**src/rtl/axis_tpg_multi_pkg.sv**
```systemverilog
// Shared types and helpers for the AXI4-Stream test-pattern generator.
// Holds the pattern enum, the FSM state type and the full-scale bar palette.
package axis_tpg_multi_pkg;

  localparam int COORD_W = 16;

  typedef enum logic [2:0] {
    TPG_BARS     = 3'd0,
    TPG_CHECKER  = 3'd1,
    TPG_HRAMP    = 3'd2,
    TPG_VRAMP    = 3'd3,
    TPG_BOX      = 3'd4,
    TPG_SOLID    = 3'd5,
    TPG_INV_BARS = 3'd6,
    TPG_BORDER   = 3'd7
  } tpg_mode_e;

  typedef enum logic {
    ST_IDLE = 1'b0,
    ST_RUN  = 1'b1
  } tpg_state_e;

  // SMPTE-style bar order, full-scale 8-bit {R,G,B}.
  function automatic logic [23:0] bar_rgb888(input logic [2:0] idx);
    case (idx)
      3'd0:    return 24'hFFFFFF;
      3'd1:    return 24'hFFFF00;
      3'd2:    return 24'h00FFFF;
      3'd3:    return 24'h00FF00;
      3'd4:    return 24'hFF00FF;
      3'd5:    return 24'hFF0000;
      3'd6:    return 24'h0000FF;
      default: return 24'h000000;
    endcase
  endfunction

endpackage

```
**src/rtl/axis_tpg_pixel.sv**
```systemverilog
// Combinational pixel function: colour of coordinate (x, y) for the selected pattern.
// Output is packed {R,G,B}, R in the MSBs.
module axis_tpg_pixel
  import axis_tpg_multi_pkg::*;
#(
  parameter int H_RES      = 800,
  parameter int V_RES      = 600,
  parameter int R_WIDTH    = 5,
  parameter int G_WIDTH    = 6,
  parameter int B_WIDTH    = 5,
  parameter int CHECK_LOG2 = 5,
  parameter int BOX_SIZE   = 64,
  localparam int DATA_WIDTH = R_WIDTH + G_WIDTH + B_WIDTH
) (
  input  logic [COORD_W-1:0]    x,
  input  logic [COORD_W-1:0]    y,
  input  tpg_mode_e             mode,
  input  logic [COORD_W-1:0]    box_x,
  input  logic [COORD_W-1:0]    box_y,
  input  logic [DATA_WIDTH-1:0] color,
  output logic [DATA_WIDTH-1:0] pixel
);

  localparam int BAR_W = H_RES / 8;
  localparam logic [DATA_WIDTH-1:0] WHITE = '1;
  localparam logic [DATA_WIDTH-1:0] BLACK = '0;
  localparam logic [DATA_WIDTH-1:0] BLUE  = DATA_WIDTH'({B_WIDTH{1'b1}});

  logic [2:0]            bar_idx;
  logic [23:0]           bar_rgb;
  logic [DATA_WIDTH-1:0] bar_pix;
  logic                  in_box;
  logic                  on_border;

  // Channel LSBs below the target width are deliberately dropped.
  logic unused_rgb_bits;
  assign unused_rgb_bits = ^bar_rgb;

  always_comb begin
    bar_idx = '0;
    for (int i = 1; i < 8; i++) begin
      if (int'(x) >= i * BAR_W) bar_idx = 3'(i);
    end
  end

  assign bar_rgb = bar_rgb888(bar_idx);
  assign bar_pix = {bar_rgb[23 -: R_WIDTH], bar_rgb[15 -: G_WIDTH], bar_rgb[7 -: B_WIDTH]};

  assign in_box = (int'(x) >= int'(box_x)) && (int'(x) < int'(box_x) + BOX_SIZE) &&
                  (int'(y) >= int'(box_y)) && (int'(y) < int'(box_y) + BOX_SIZE);

  assign on_border = (x == '0) || (x == COORD_W'(H_RES - 1)) ||
                     (y == '0) || (y == COORD_W'(V_RES - 1));

  always_comb begin
    pixel = BLACK;
    case (mode)
      TPG_BARS:     pixel = bar_pix;
      TPG_CHECKER:  pixel = (x[CHECK_LOG2] ^ y[CHECK_LOG2]) ? WHITE : BLACK;
      TPG_HRAMP:    pixel = {x[7 -: R_WIDTH], x[7 -: G_WIDTH], x[7 -: B_WIDTH]};
      TPG_VRAMP:    pixel = {y[7 -: R_WIDTH], y[7 -: G_WIDTH], y[7 -: B_WIDTH]};
      TPG_BOX:      pixel = in_box ? WHITE : BLUE;
      TPG_SOLID:    pixel = color;
      TPG_INV_BARS: pixel = ~bar_pix;
      TPG_BORDER:   pixel = on_border ? WHITE : BLACK;
      default:      pixel = BLACK;
    endcase
  end

endmodule

```
**src/rtl/axis_tpg_multi.sv**
```systemverilog
// AXI4-Stream video test-pattern generator: FSM, raster counters, bouncing box and output register.
// Define AXIS_TPG_STATUS_EN to build the frame and backpressure status counters.
module axis_tpg_multi
  import axis_tpg_multi_pkg::*;
#(
  parameter int H_RES      = 800,
  parameter int V_RES      = 600,
  parameter int R_WIDTH    = 5,
  parameter int G_WIDTH    = 6,
  parameter int B_WIDTH    = 5,
  parameter int CHECK_LOG2 = 5,
  parameter int BOX_SIZE   = 64,
  localparam int DATA_WIDTH = R_WIDTH + G_WIDTH + B_WIDTH
) (
  input  logic                  clk_i,
  input  logic                  rst_i,
  input  logic                  en_i,
  input  logic [2:0]            mode_i,
  input  logic [DATA_WIDTH-1:0] color_i,
  output logic [DATA_WIDTH-1:0] m_axis_tdata,
  output logic                  m_axis_tvalid,
  input  logic                  m_axis_tready,
  output logic                  m_axis_tlast,
  output logic                  m_axis_tuser,
  output logic [15:0]           frame_cnt_o,
  output logic [15:0]           stall_cnt_o
);

  localparam logic [COORD_W-1:0] X_LAST    = COORD_W'(H_RES - 1);
  localparam logic [COORD_W-1:0] Y_LAST    = COORD_W'(V_RES - 1);
  localparam logic [COORD_W-1:0] BOX_X_LIM = COORD_W'(H_RES - BOX_SIZE);
  localparam logic [COORD_W-1:0] BOX_Y_LIM = COORD_W'(V_RES - BOX_SIZE);

  tpg_state_e            state_reg, state_next;
  tpg_mode_e             mode_reg, mode_next;
  logic [COORD_W-1:0]    x_reg, x_next, y_reg, y_next;
  logic [COORD_W-1:0]    box_x_reg, box_x_next, box_y_reg, box_y_next;
  logic                  box_x_dec_reg, box_x_dec_next, box_y_dec_reg, box_y_dec_next;
  logic [DATA_WIDTH-1:0] tdata_reg;
  logic                  tvalid_reg, tlast_reg, tuser_reg;
  logic [DATA_WIDTH-1:0] pixel;
  logic                  handshake, frame_end, load;

  // Returns {decrementing, next position} for one bounce step of one axis.
  function automatic logic [COORD_W:0] box_step(input logic dec, input logic [COORD_W-1:0] pos,
                                                input logic [COORD_W-1:0] lim);
    if (!dec) return (pos == lim) ? {1'b1, pos - COORD_W'(1)} : {1'b0, pos + COORD_W'(1)};
    else      return (pos == '0)  ? {1'b0, pos + COORD_W'(1)} : {1'b1, pos - COORD_W'(1)};
  endfunction

  assign handshake = tvalid_reg && m_axis_tready;
  assign frame_end = handshake && (x_reg == X_LAST) && (y_reg == Y_LAST);

  always_comb begin
    state_next = state_reg;
    mode_next  = mode_reg;
    x_next     = x_reg;
    y_next     = y_reg;
    load       = 1'b0;
    {box_x_dec_next, box_x_next} = {box_x_dec_reg, box_x_reg};
    {box_y_dec_next, box_y_next} = {box_y_dec_reg, box_y_reg};
    if (frame_end) begin
      {box_x_dec_next, box_x_next} = box_step(box_x_dec_reg, box_x_reg, BOX_X_LIM);
      {box_y_dec_next, box_y_next} = box_step(box_y_dec_reg, box_y_reg, BOX_Y_LIM);
    end
    case (state_reg)
      ST_IDLE: begin
        if (en_i) begin
          state_next = ST_RUN;
          mode_next  = tpg_mode_e'(mode_i);
          x_next     = '0;
          y_next     = '0;
          load       = 1'b1;
        end
      end
      ST_RUN: begin
        if (frame_end) begin
          x_next    = '0;
          y_next    = '0;
          mode_next = tpg_mode_e'(mode_i);
          if (en_i) load = 1'b1;
          else      state_next = ST_IDLE;
        end else if (handshake) begin
          load = 1'b1;
          if (x_reg == X_LAST) begin
            x_next = '0;
            y_next = y_reg + COORD_W'(1);
          end else begin
            x_next = x_reg + COORD_W'(1);
          end
        end
      end
      default: state_next = ST_IDLE;
    endcase
  end

  // The pixel is computed from the next coordinate so the output register can load it directly.
  axis_tpg_pixel #(
    .H_RES      (H_RES),
    .V_RES      (V_RES),
    .R_WIDTH    (R_WIDTH),
    .G_WIDTH    (G_WIDTH),
    .B_WIDTH    (B_WIDTH),
    .CHECK_LOG2 (CHECK_LOG2),
    .BOX_SIZE   (BOX_SIZE)
  ) u_pixel (
    .x     (x_next),
    .y     (y_next),
    .mode  (mode_next),
    .box_x (box_x_next),
    .box_y (box_y_next),
    .color (color_i),
    .pixel (pixel)
  );

  always_ff @(posedge clk_i) begin
    if (rst_i) begin
      state_reg     <= ST_IDLE;
      mode_reg      <= TPG_BARS;
      x_reg         <= '0;
      y_reg         <= '0;
      box_x_reg     <= '0;
      box_y_reg     <= '0;
      box_x_dec_reg <= 1'b0;
      box_y_dec_reg <= 1'b0;
      tdata_reg     <= '0;
      tvalid_reg    <= 1'b0;
      tlast_reg     <= 1'b0;
      tuser_reg     <= 1'b0;
    end else begin
      state_reg     <= state_next;
      mode_reg      <= mode_next;
      x_reg         <= x_next;
      y_reg         <= y_next;
      box_x_reg     <= box_x_next;
      box_y_reg     <= box_y_next;
      box_x_dec_reg <= box_x_dec_next;
      box_y_dec_reg <= box_y_dec_next;
      if (load) begin
        tdata_reg  <= pixel;
        tlast_reg  <= (x_next == X_LAST);
        tuser_reg  <= (x_next == '0) && (y_next == '0);
        tvalid_reg <= 1'b1;
      end else if (handshake) begin
        tvalid_reg <= 1'b0;
      end
    end
  end

  assign m_axis_tdata  = tdata_reg;
  assign m_axis_tvalid = tvalid_reg;
  assign m_axis_tlast  = tlast_reg;
  assign m_axis_tuser  = tuser_reg;

`ifdef AXIS_TPG_STATUS_EN
  logic [15:0] frame_cnt_reg, stall_cnt_reg;

  always_ff @(posedge clk_i) begin
    if (rst_i) begin
      frame_cnt_reg <= '0;
      stall_cnt_reg <= '0;
    end else begin
      if (frame_end) frame_cnt_reg <= frame_cnt_reg + 16'd1;
      if (tvalid_reg && !m_axis_tready && (stall_cnt_reg != 16'hFFFF))
        stall_cnt_reg <= stall_cnt_reg + 16'd1;
    end
  end

  assign frame_cnt_o = frame_cnt_reg;
  assign stall_cnt_o = stall_cnt_reg;
`else
  assign frame_cnt_o = '0;
  assign stall_cnt_o = '0;
`endif

endmodule

```
**config.mk**
```make
export PLATFORM = sky130hd
export DESIGN_NAME = axis_tpg_multi
export DESIGN_NICKNAME = d
export VERILOG_FILES = /design/src/rtl/axis_tpg_multi_pkg.sv /design/src/rtl/axis_tpg_pixel.sv /design/src/rtl/axis_tpg_multi.sv
export SDC_FILE = /design/constraint.sdc
export NUM_CORES = 1
export LEC_CHECK = 0
export BUFFER_PORTS_ARGS = -buffer_cell sky130_fd_sc_hd__buf_2
export CAP_MARGIN = 20
export CORE_MARGIN = 3
export CORE_UTILIZATION = 50
export DETAILED_ROUTE_END_ITERATION = 8
export PLACE_DENSITY = 0.69
export SYNTH_ARGS = -nofsm -noshare
export SYNTH_HDL_FRONTEND = slang
export SYNTH_SLANG_ARGS = --single-unit
```
**constraint.sdc**
```tcl
create_clock -name clk_i -period 6.6 [get_ports clk_i]
set_clock_uncertainty 0.15 [all_clocks]
set_input_delay 0.66 -clock clk_i [delete_from_list [all_inputs] [get_ports clk_i]]
set_output_delay 0.66 -clock clk_i [all_outputs]
set_load 0.05 [all_outputs]
```
* After elaboration in Yosys (flattened, before gate mapping)
Cells that the tools add are included.
** Storage, ports and cells
- Register bits :: 89
- Input port bits :: 23
- Output and inout bits :: 51
- Logic and storage cells :: 111
** Operators by class
- Add/sub/neg operators :: 8
- Order comparisons :: 11
- Eq/ne operators :: 19
- Mux-type cells :: 41
- Bitwise logic cells :: 3
- Reduce and logical (&&, ||, !) cells :: 17
** Operators with widths (count)
- 16-bit 2-to-1 mux :: 13
- 24-bit case mux with 7 select lines :: 1
- 16-bit case mux with 8 select lines :: 1
- 17-bit 2-to-1 mux :: 6
- 16-bit by 10-bit equality test with 1-bit output (second input constant) :: 6
- 16-bit by 1-bit adder with 16-bit output (second input constant) :: 4
- 16-bit zero test :: 4
- 17-bit by 32-bit less-than comparator with 1-bit output :: 2
- 16-bit case mux with 2 select lines :: 2
- 16-bit by 9-bit >= comparator with 1-bit output (second input constant) :: 3
- 16-bit by 7-bit adder with 17-bit output (second input constant) :: 2
- 16-bit by 10-bit >= comparator with 1-bit output (second input constant) :: 2
- 16-bit >= comparator :: 2
- 16-bit by 1-bit subtractor with 16-bit output (second input constant) :: 2
- 3-bit equality test (second input constant) :: 7
- 3-bit 2-to-1 mux :: 6
- 16-bit by 7-bit >= comparator with 1-bit output (second input constant) :: 1
- 16-bit by 8-bit >= comparator with 1-bit output (second input constant) :: 1
- 16-bit inverter :: 1
- 3-bit by 2-bit equality test with 1-bit output (second input constant) :: 4
- 1-bit logical AND :: 7
- 1-bit 2-to-1 mux :: 7
- 3-bit by 1-bit equality test with 1-bit output (second input constant) :: 2
- 3-bit zero test :: 2
- 7 further kinds :: 11

* Logic depth before layout (Yosys ltp)
Gate-level depths: netlist (run 1).
- Word-level depth :: 17
- Mapped depth :: 25
- Gate-level depth less buffers :: 23

* By module
Synthesis (run 1) repeated with hierarchy kept, for this count alone.
** Second synthesis, totals
- Cells, all modules :: 1024
- Area, all modules :: 7812.5 um2
** By module, submodules not included
- axis_tpg_multi :: times used 1, cells each 693, area an instance 5507.8 um2, seq. area each 1781.7 um2
- axis_tpg_pixel :: times used 1, cells each 331, area an instance 2304.7 um2, seq. area each 0.0 um2

* Worst setup path before layout (run 1)
No wires, ideal clock.
- Path kind :: register -> register
- Start point :: reg box_x_reg[0]
- End point :: reg tdata_reg[11] (netlist: m_axis_tdata[11])
- Library setup time :: 91 ps
- Arrival time :: 5036 ps
- Required time :: 6359 ps
- Path slack :: 1323 ps
- Cell stages (with the launch flop) :: 26
- Path buffers :: 3
- Period minus slack after synthesis :: 5277 ps
- Path through :: dfxtp_1 -> inv_1 -> ha_1 -> or4b_4 -> o41a_1 -> a31o_1 -> buf_6 -> buf_4 -> nor4b_1 -> nor3_1 -> nor2_1 -> ha_1 -> nand2_1 -> xnor2_1 -> ha_1 -> a21o_1 -> a21o_1 -> a21oi_1 -> o21a_1 -> a31oi_1 -> a221oi_1 -> nand2b_1 -> mux2i_1 -> o211ai_2 -> buf_6 -> a311oi_1
** On the way
- Word-level cells in the longest chain between the ends :: 11
- Elaborated cells on any way between the ends :: 16
- Classes of those cells :: add/sub: 3; order compare: 2; eq/ne: 1; mux: 6; reduce/logical: 4
** Ends and longest elaborated chain
- start, declared :: line axis_tpg_multi.sv:37 : logic [COORD_W-1:0] box_x_reg, box_x_next, box_y_reg, box_y_next;
- start signal, assigned :: line axis_tpg_multi.sv:135 : box_x_reg <= box_x_next;
- 16-bit by 1-bit adder with 16-bit output, or another cell as far along :: line axis_tpg_multi.sv:47, axis_tpg_multi.sv:48
- 17-bit 2-to-1 mux (on tied branches) :: line axis_tpg_multi.sv:47, axis_tpg_multi.sv:48
- 17-bit 2-to-1 mux * :: line axis_tpg_multi.sv:47 : if (!dec) return (pos == lim) ? {1'b1, pos - COORD_W'(1)} : {1'b0, pos + COORD_W'(1)};
- 16-bit 2-to-1 mux * :: line axis_tpg_multi.sv:62 : if (frame_end) begin
- via box_x_next[6] :: line axis_tpg_multi.sv:37
- 16-bit by 7-bit adder with 17-bit output :: line axis_tpg_pixel.sv:49 : assign in_box = (int'(x) >= int'(box_x)) && (int'(x) < int'(box_x) + BOX_SIZE) &&
- 17-bit by 32-bit less-than comparator with 1-bit output :: line axis_tpg_pixel.sv:49
- 1-bit logical AND * (2 in a row) :: line axis_tpg_pixel.sv:49
- 1-bit logical AND * :: line axis_tpg_pixel.sv:50 : (int'(y) >= int'(box_y)) && (int'(y) < int'(box_y) + BOX_SIZE);
- 16-bit 2-to-1 mux * :: line axis_tpg_pixel.sv:62 : TPG_BOX: pixel = in_box ? WHITE : BLUE;
- 16-bit case mux with 8 select lines * :: line axis_tpg_pixel.sv:57 : case (mode)
- end signal, assigned :: line axis_tpg_multi.sv:140 : tdata_reg <= pixel;
- end, declared :: line axis_tpg_multi.sv:39 : logic [DATA_WIDTH-1:0] tdata_reg;
The timed path passes the listed nets; every way through them passes the cells marked *.
A chain may end at the register's enable or synchronous reset.

* Worst setup path after layout (run 1)
- Start point :: reg box_x_reg[0]
- End point :: reg tdata_reg[15] (netlist: m_axis_tdata[15])
Same word-level chain as after synthesis.

==> results_dict.tcl, run 1 <==
set metrics [dict create \
    wl_met2_mm 10.3 \
    cp_max_fo 17 \
    hold_path.class "flop to flop" \
    via_count 8090 \
    clk_pin_slew_ns 0.07 \
    r2r-start "box_x_reg[0]" \
    startpoint_type "flop" \
    insertion_delay_ns 0.36 \
    setup_viol 0 \
    cts_tree "done" \
    final-hold-violation-count 0 \
    fin_nets 1163 \
    rsz0062_at_grt "no" \
    fillers 1539 \
    final_util_pct 54.4 \
    drc 0 \
    first_global_vias 7268 \
    power_switching_w 0.000415 \
    drt-vias-per-instance 6.21 \
    cts_hold_buf 0 \
    holdWs_ns 0.305 \
    cts_root_buf "clkbuf_16" \
    netlist_instances 1076 \
    arrival_ns 5.99 \
    max_freq_mhz 170 \
    die_w_um 134 \
    clockBufferDepth 2 \
    die_y_um 134 \
    worstHoldStart "m_axis_tuser" \
    critPathKind "flop to flop" \
    cts_buffers 9 \
    synthDistinctLibCells 93 \
    firstDrtPassIters 6 \
    routedLengthMet1_mm 10.7 \
    wirelength_mm 23.4 \
    top_layer_used "met4" \
    yosysWarnings 0 \
    critPathLaunch "box_x_reg[0]" \
    synth_edf_count 0 \
    rows 46 \
    worst_pin_slew_ns 1.08 \
    final-max-slew-violation-count 0 \
    cts.sinks 89 \
    ys.flop_type "dfxtp_1" \
    first_iter_violations 904 \
    p_seq_share_pct 43.0 \
    synth-async-reset-ratio_pct 0 \
    core_area_um2 15900 \
    final_cells 1302 \
    start_util_pct 51.3 \
    drive_gt1_share_pct 10.4 \
    required_ns 6.71 \
    wl_met3_mm 1.82 \
    post-place-cells 1284 \
    areaGrowthSynthToFinish_pct 6.02 \
    total_power_w 0.00131 \
    pwr-share-clk_pct 40.4 \
    grt_pass1_wl_mm 37.6 \
    synth_area_um2 8190 \
    wire_per_inst_um 18.0 \
    leakagePower_nw 3.56 \
    track_usage_pct 25.6 \
    htree_levels 3 \
    antenna_found_initial 0 \
    ant_nets 0 \
    gp_congestion 0.939 \
    num_antenna_cells 0 \
    ys_ff_latch 89 \
    relSlewSlack_pct 27.7 \
    status "finished clean" \
    ys_seq_area_share_pct 21.8 \
    grt_max_degree 89 \
    fin_crit_sh_pct 89.1 \
    p_int_w 0.000895 \
    dp.final_hpwl_mm 17.7 \
    cap_violations 0 \
    layout_min_cycle_time_ns 5.88 \
    grt_overflow 0 \
    ir_drop_mv 0.115 \
    setup_tns_ns 0 \
    port_buffers 41 \
    power_density_nw_per_um2 151 \
    comb_power_share_pct 16.6 \
    die_area_um2 17900 \
    syn_avg_cell_area_um2 7.61 \
    cp-end-kind "flop" \
    switching_share_pct 31.7 \
    io_pins 74 \
]
metal layers:
metal  vias to the layer above  GRT usage [%]
met4                         0           7.49
met2                       331           40.1
met3                        61           5.18
li1                       3951              -
met5                         -              0
met1                      3747           35.7
worst max-delay path, stage by stage, from the launching register on:
cell and delay (ns):
dfxtp_1 0.34, inv_1 0.11, ha_1 0.15, or4b_4 0.45, o41a_1 0.46, a31o_2 0.35
nor4b_1 0.39, nor3_1 0.12, nor2_1 0.26, ha_1 0.30, nand2_1 0.10, xnor2_1 0.14
ha_1 0.31, a21o_1 0.18, a21o_1 0.16, a21oi_1 0.19, o21a_1 0.15, a31oi_1 0.05
a221oi_1 0.41, nand2b_1 0.10, mux2i_1 0.18, o211ai_2 0.34, a311oi_1 0.37
cell usage in the layout, fill, tap and decap left out, types with 10 or more instances in the layout:
cell	instances
buf_4	14
buf_2	41
nor2_1	127
nor3_1	39
xnor2_1	25
and3_1	20
nand3_1	39
nor2b_1	20
a21o_1	14
and4_1	19
ha_1	59
a31oi_1	10
nor4_1	31
and2_1	16
inv_1	38
conb_1	32
nand4_1	30
mux2i_1	14
nand2_1	73
a21oi_1	55
dfxtp_1	89
o21ai_0	50
xor2_1	23
o21a_1	12
layout make-up:
cell class	instances	area (um^2)	area share, %
Clock buffer	10	229	2.64
Clock inverter	6	67.6	0.779
Inverter	40	150	1.73
Multi-Input combinational cell	884	5860	67.5
Sequential cell	89	1780	20.5
Tap cell	216	270	3.11
Timing Repair Buffer	57	323	3.72
cell families after synthesis:
family          Yosys count  synth area share, %
simple gates            479                 31.7
buf+inv                 134                 8.24
other cells               1               0.0458
mux                      15                 1.85
flops                    89                 21.8
fa+ha+maj                59                 9.02
xor+xnor                 48                 5.14
compound gates          251                 22.3
through the flow:
step                      instance area, um^2  worst slack [ns]
final                                    8680             0.722
after detailed placement                 8360             0.653
after floorplan                          8300              1.32
after global routing                     8680             0.124
after global placement                   8360             0.892
after CTS                                8660             0.618
final timing paths:
check | to | slack, ns | cells past startpoint
worst max-delay path | m_axis_tdata[15] | 0.72 | 22
worst min-delay path | m_axis_tuser | 0.31 | 2
worst max register to register | m_axis_tdata[15] | 0.72 | 22
worst min register to register | m_axis_tuser | 0.31 | 2
cells in the mapped netlist, types with 25 or more instances:
cell	count	area (um^2)
a21oi_1	55	275
buf_4	35	263
clkbuf_1	40	150
dfxtp_1	89	1780
ha_1	59	738
inv_1	38	143
nand2_1	73	274
nand3_1	39	195
nand4_1	30	188
nor2_1	127	477
nor3_1	40	200
nor4_1	32	200
o21ai_0	50	250
xnor2_1	25	219
power by group through the flow:
stage          combinational, W  clock, W  sequential [W]
3_5_place_dp           0.000215         0        0.000576
3_3_place_gp           0.000214         0        0.000576
5_1_grt                0.000230  0.000554        0.000566
4_1_cts                0.000215  0.000538        0.000564
2_1_floorplan          0.000138         0        0.000617
6_report               0.000218  0.000529        0.000564
what timing repair did:
| action | in CTS | in global routing |
|---|---|---|
| resized for setup | 0 | 2 |
| endpoints found under the setup margin | 0 | 7 |
| buffers inserted | 0 | 0 |
| endpoints found under the hold margin | 0 | 0 |
(Power assumes the default switching activity.)
==> run 2, diff against run 1 <==
--- a/config.mk
+++ b/config.mk
@@ -10,7 +10,9 @@
 export CORE_MARGIN = 3
 export CORE_UTILIZATION = 50
 export DETAILED_ROUTE_END_ITERATION = 8
+export MAX_ROUTING_LAYER = met4
 export PLACE_DENSITY = 0.69
+export SLEW_MARGIN = 5
 export SYNTH_ARGS = -nofsm -noshare
 export SYNTH_HDL_FRONTEND = slang
 export SYNTH_SLANG_ARGS = --single-unit
==> results_dict.tcl, run 2 (same netlist as run 1, synthesis figures left out) <==
set metrics [dict create \
    status "finished clean" \
    port_buffers 41 \
    rsz0062_at_grt "no" \
    cts_resized 0 \
    gp_congestion 0.945 \
    grt_overflow 0 \
    seqCellArea_um2 1780 \
    grt_pass1_wl_mm 37.9 \
    drc 0 \
    setup_tns_ns 0 \
    ant_nets 0 \
    cts_buffers 9 \
    fin_crit_sh_pct 93.0 \
    fillers 1563 \
    clk_pin_slew_ns 0.07 \
    leakagePower_nw 3.59 \
    via_count 8165 \
    drt-vias-per-instance 6.25 \
    cp-end-kind "flop" \
    first_iter_violations 724 \
    final-hold-violation-count 0 \
    cp_max_fo 11 \
    required_ns 6.72 \
    critPathKind "flop to flop" \
    num_antenna_cells 0 \
    track_usage_pct 26.5 \
    path_depth 20 \
    worstHoldPathCells 2 \
    final_common_cell "nor2_1" \
    setup_viol 0 \
    drive_gt1_share_pct 10.6 \
    multi_input_area_um2 5850 \
    cts_hold_buf 0 \
    firstDrtPassIters 5 \
    path_buf_inv 0 \
    first_global_vias 7265 \
    cts_tree "done" \
    max_stage_delay_ns 0.67 \
    die_y_um 134 \
    post_cts_buffers 0 \
    wire_per_inst_um 18.1 \
    ir_drop_mv 0.132 \
    critPathTopFamily "simple AND/OR/NAND/NOR gates" \
    antenna_found_initial 0 \
    relSlewSlack_pct 29.4 \
    insertion_delay_ns 0.35 \
    hold_path.class "flop to flop" \
    final-max-slew-violation-count 0 \
    arrival_ns 6.26 \
    wirelength_mm 23.6 \
    reg2reg_slack_ns 0.46 \
    cap_violations 0 \
    grt_max_degree 89 \
    start_util_pct 51.3 \
    die_area_um2 17900 \
    areaGrowthSynthToFinish_pct 6.42 \
    clockBufferDepth 2 \
    die_w_um 134 \
    dp.final_hpwl_mm 17.8 \
    holdWs_ns 0.308 \
    io_pins 74 \
    max_freq_mhz 163 \
    reg2reg_depth 20 \
    cts.sinks 89 \
    rows 46 \
    startpoint_type "flop" \
    worst_pin_slew_ns 1.05 \
    layout_min_cycle_time_ns 6.14 \
    final_cell_mix "nor2_1 (127), dfxtp_1 (89), nand2_1 (73)" \
    fin_nets 1167 \
    crit_chain "nor4_1 > nand4_2 > nor4_1 > nor4b_1 > nor3_1 > nor2_1 > ha_1 > nand2_1 > xnor2_1 > ha_1 > a21o_1 > a21o_1 > a21oi_1 > o21a_1 > a31oi_1 > a221oi_1 > nand2_1 > mux2i_1 > o211ai_2 > a41oi_1" \
    htree_levels 3 \
    cts_root_buf "clkbuf_16" \
    power_density_nw_per_um2 152 \
    cp_slowest_cell "nor4_1" \
    core_area_um2 15900 \
]
[run 2: cell count changes in the layout (fill, tap and decap cells not counted), sizes merged]
| cell | change |
|---|---|
| buf | +6 |
| clkbuf | -3 |
| clkinvlp | -2 |
| inv | +2 |
| clkinv | +1 |
[run 2: worst min-delay path: stages, from the launching register on]
cell and delay [ns]:
dfxtp_1 0.31, nand2_1 0.05, a21oi_1 0.05
[run 2: final cells by class]
| cell class | count | share of cell area, % |
|---|---|---|
| Multi-Input combinational cell | 884 | 67.2 |
| Sequential cell | 89 | 20.5 |
| Inverter | 40 | 1.72 |
| Clock buffer | 9 | 2.59 |
| Timing Repair Buffer | 61 | 4.08 |
| Clock inverter | 7 | 0.891 |
| Tap cell | 216 | 3.10 |
[run 2: worst paths after layout]
path | start | endpoint
worst max register to register | y_reg[3] | m_axis_tdata[13]
worst min-delay path | m_axis_tuser | m_axis_tuser
worst max-delay path | y_reg[3] | m_axis_tdata[13]
worst min register to register | m_axis_tuser | m_axis_tuser
[run 2: stage by stage]
stage               std cells  utilization [%]  instance area [um^2]  setup slack (ns)  total power [W]
floorplan                1107                -                  8300              1.32         0.000755
global placement         1290             52.7                  8410             0.886         0.000794
detailed placement       1290             52.7                  8410             0.608         0.000794
CTS                      1306             54.6                  8710             0.550          0.00133
global route             1306             54.6                  8710            0.0517          0.00136
finish                   1306             54.6                  8710             0.460          0.00132
[run 2: power breakdown]
group          internal (W)  leakage (nW)  switching, W
registers          0.000552         0.722    0.00000970
logic             0.0000508          2.72      0.000173
clock network      0.000299         0.152      0.000240
[run 2: layer usage]
metal  global-route usage (%)  up-vias  wire length (um)
met5                        -        -                 0
met4                     4.80        0               338
met3                     5.18       26              1760
met2                     41.6      326             10800
met1                     36.0     3848             10800
li1                         -     3965                 -
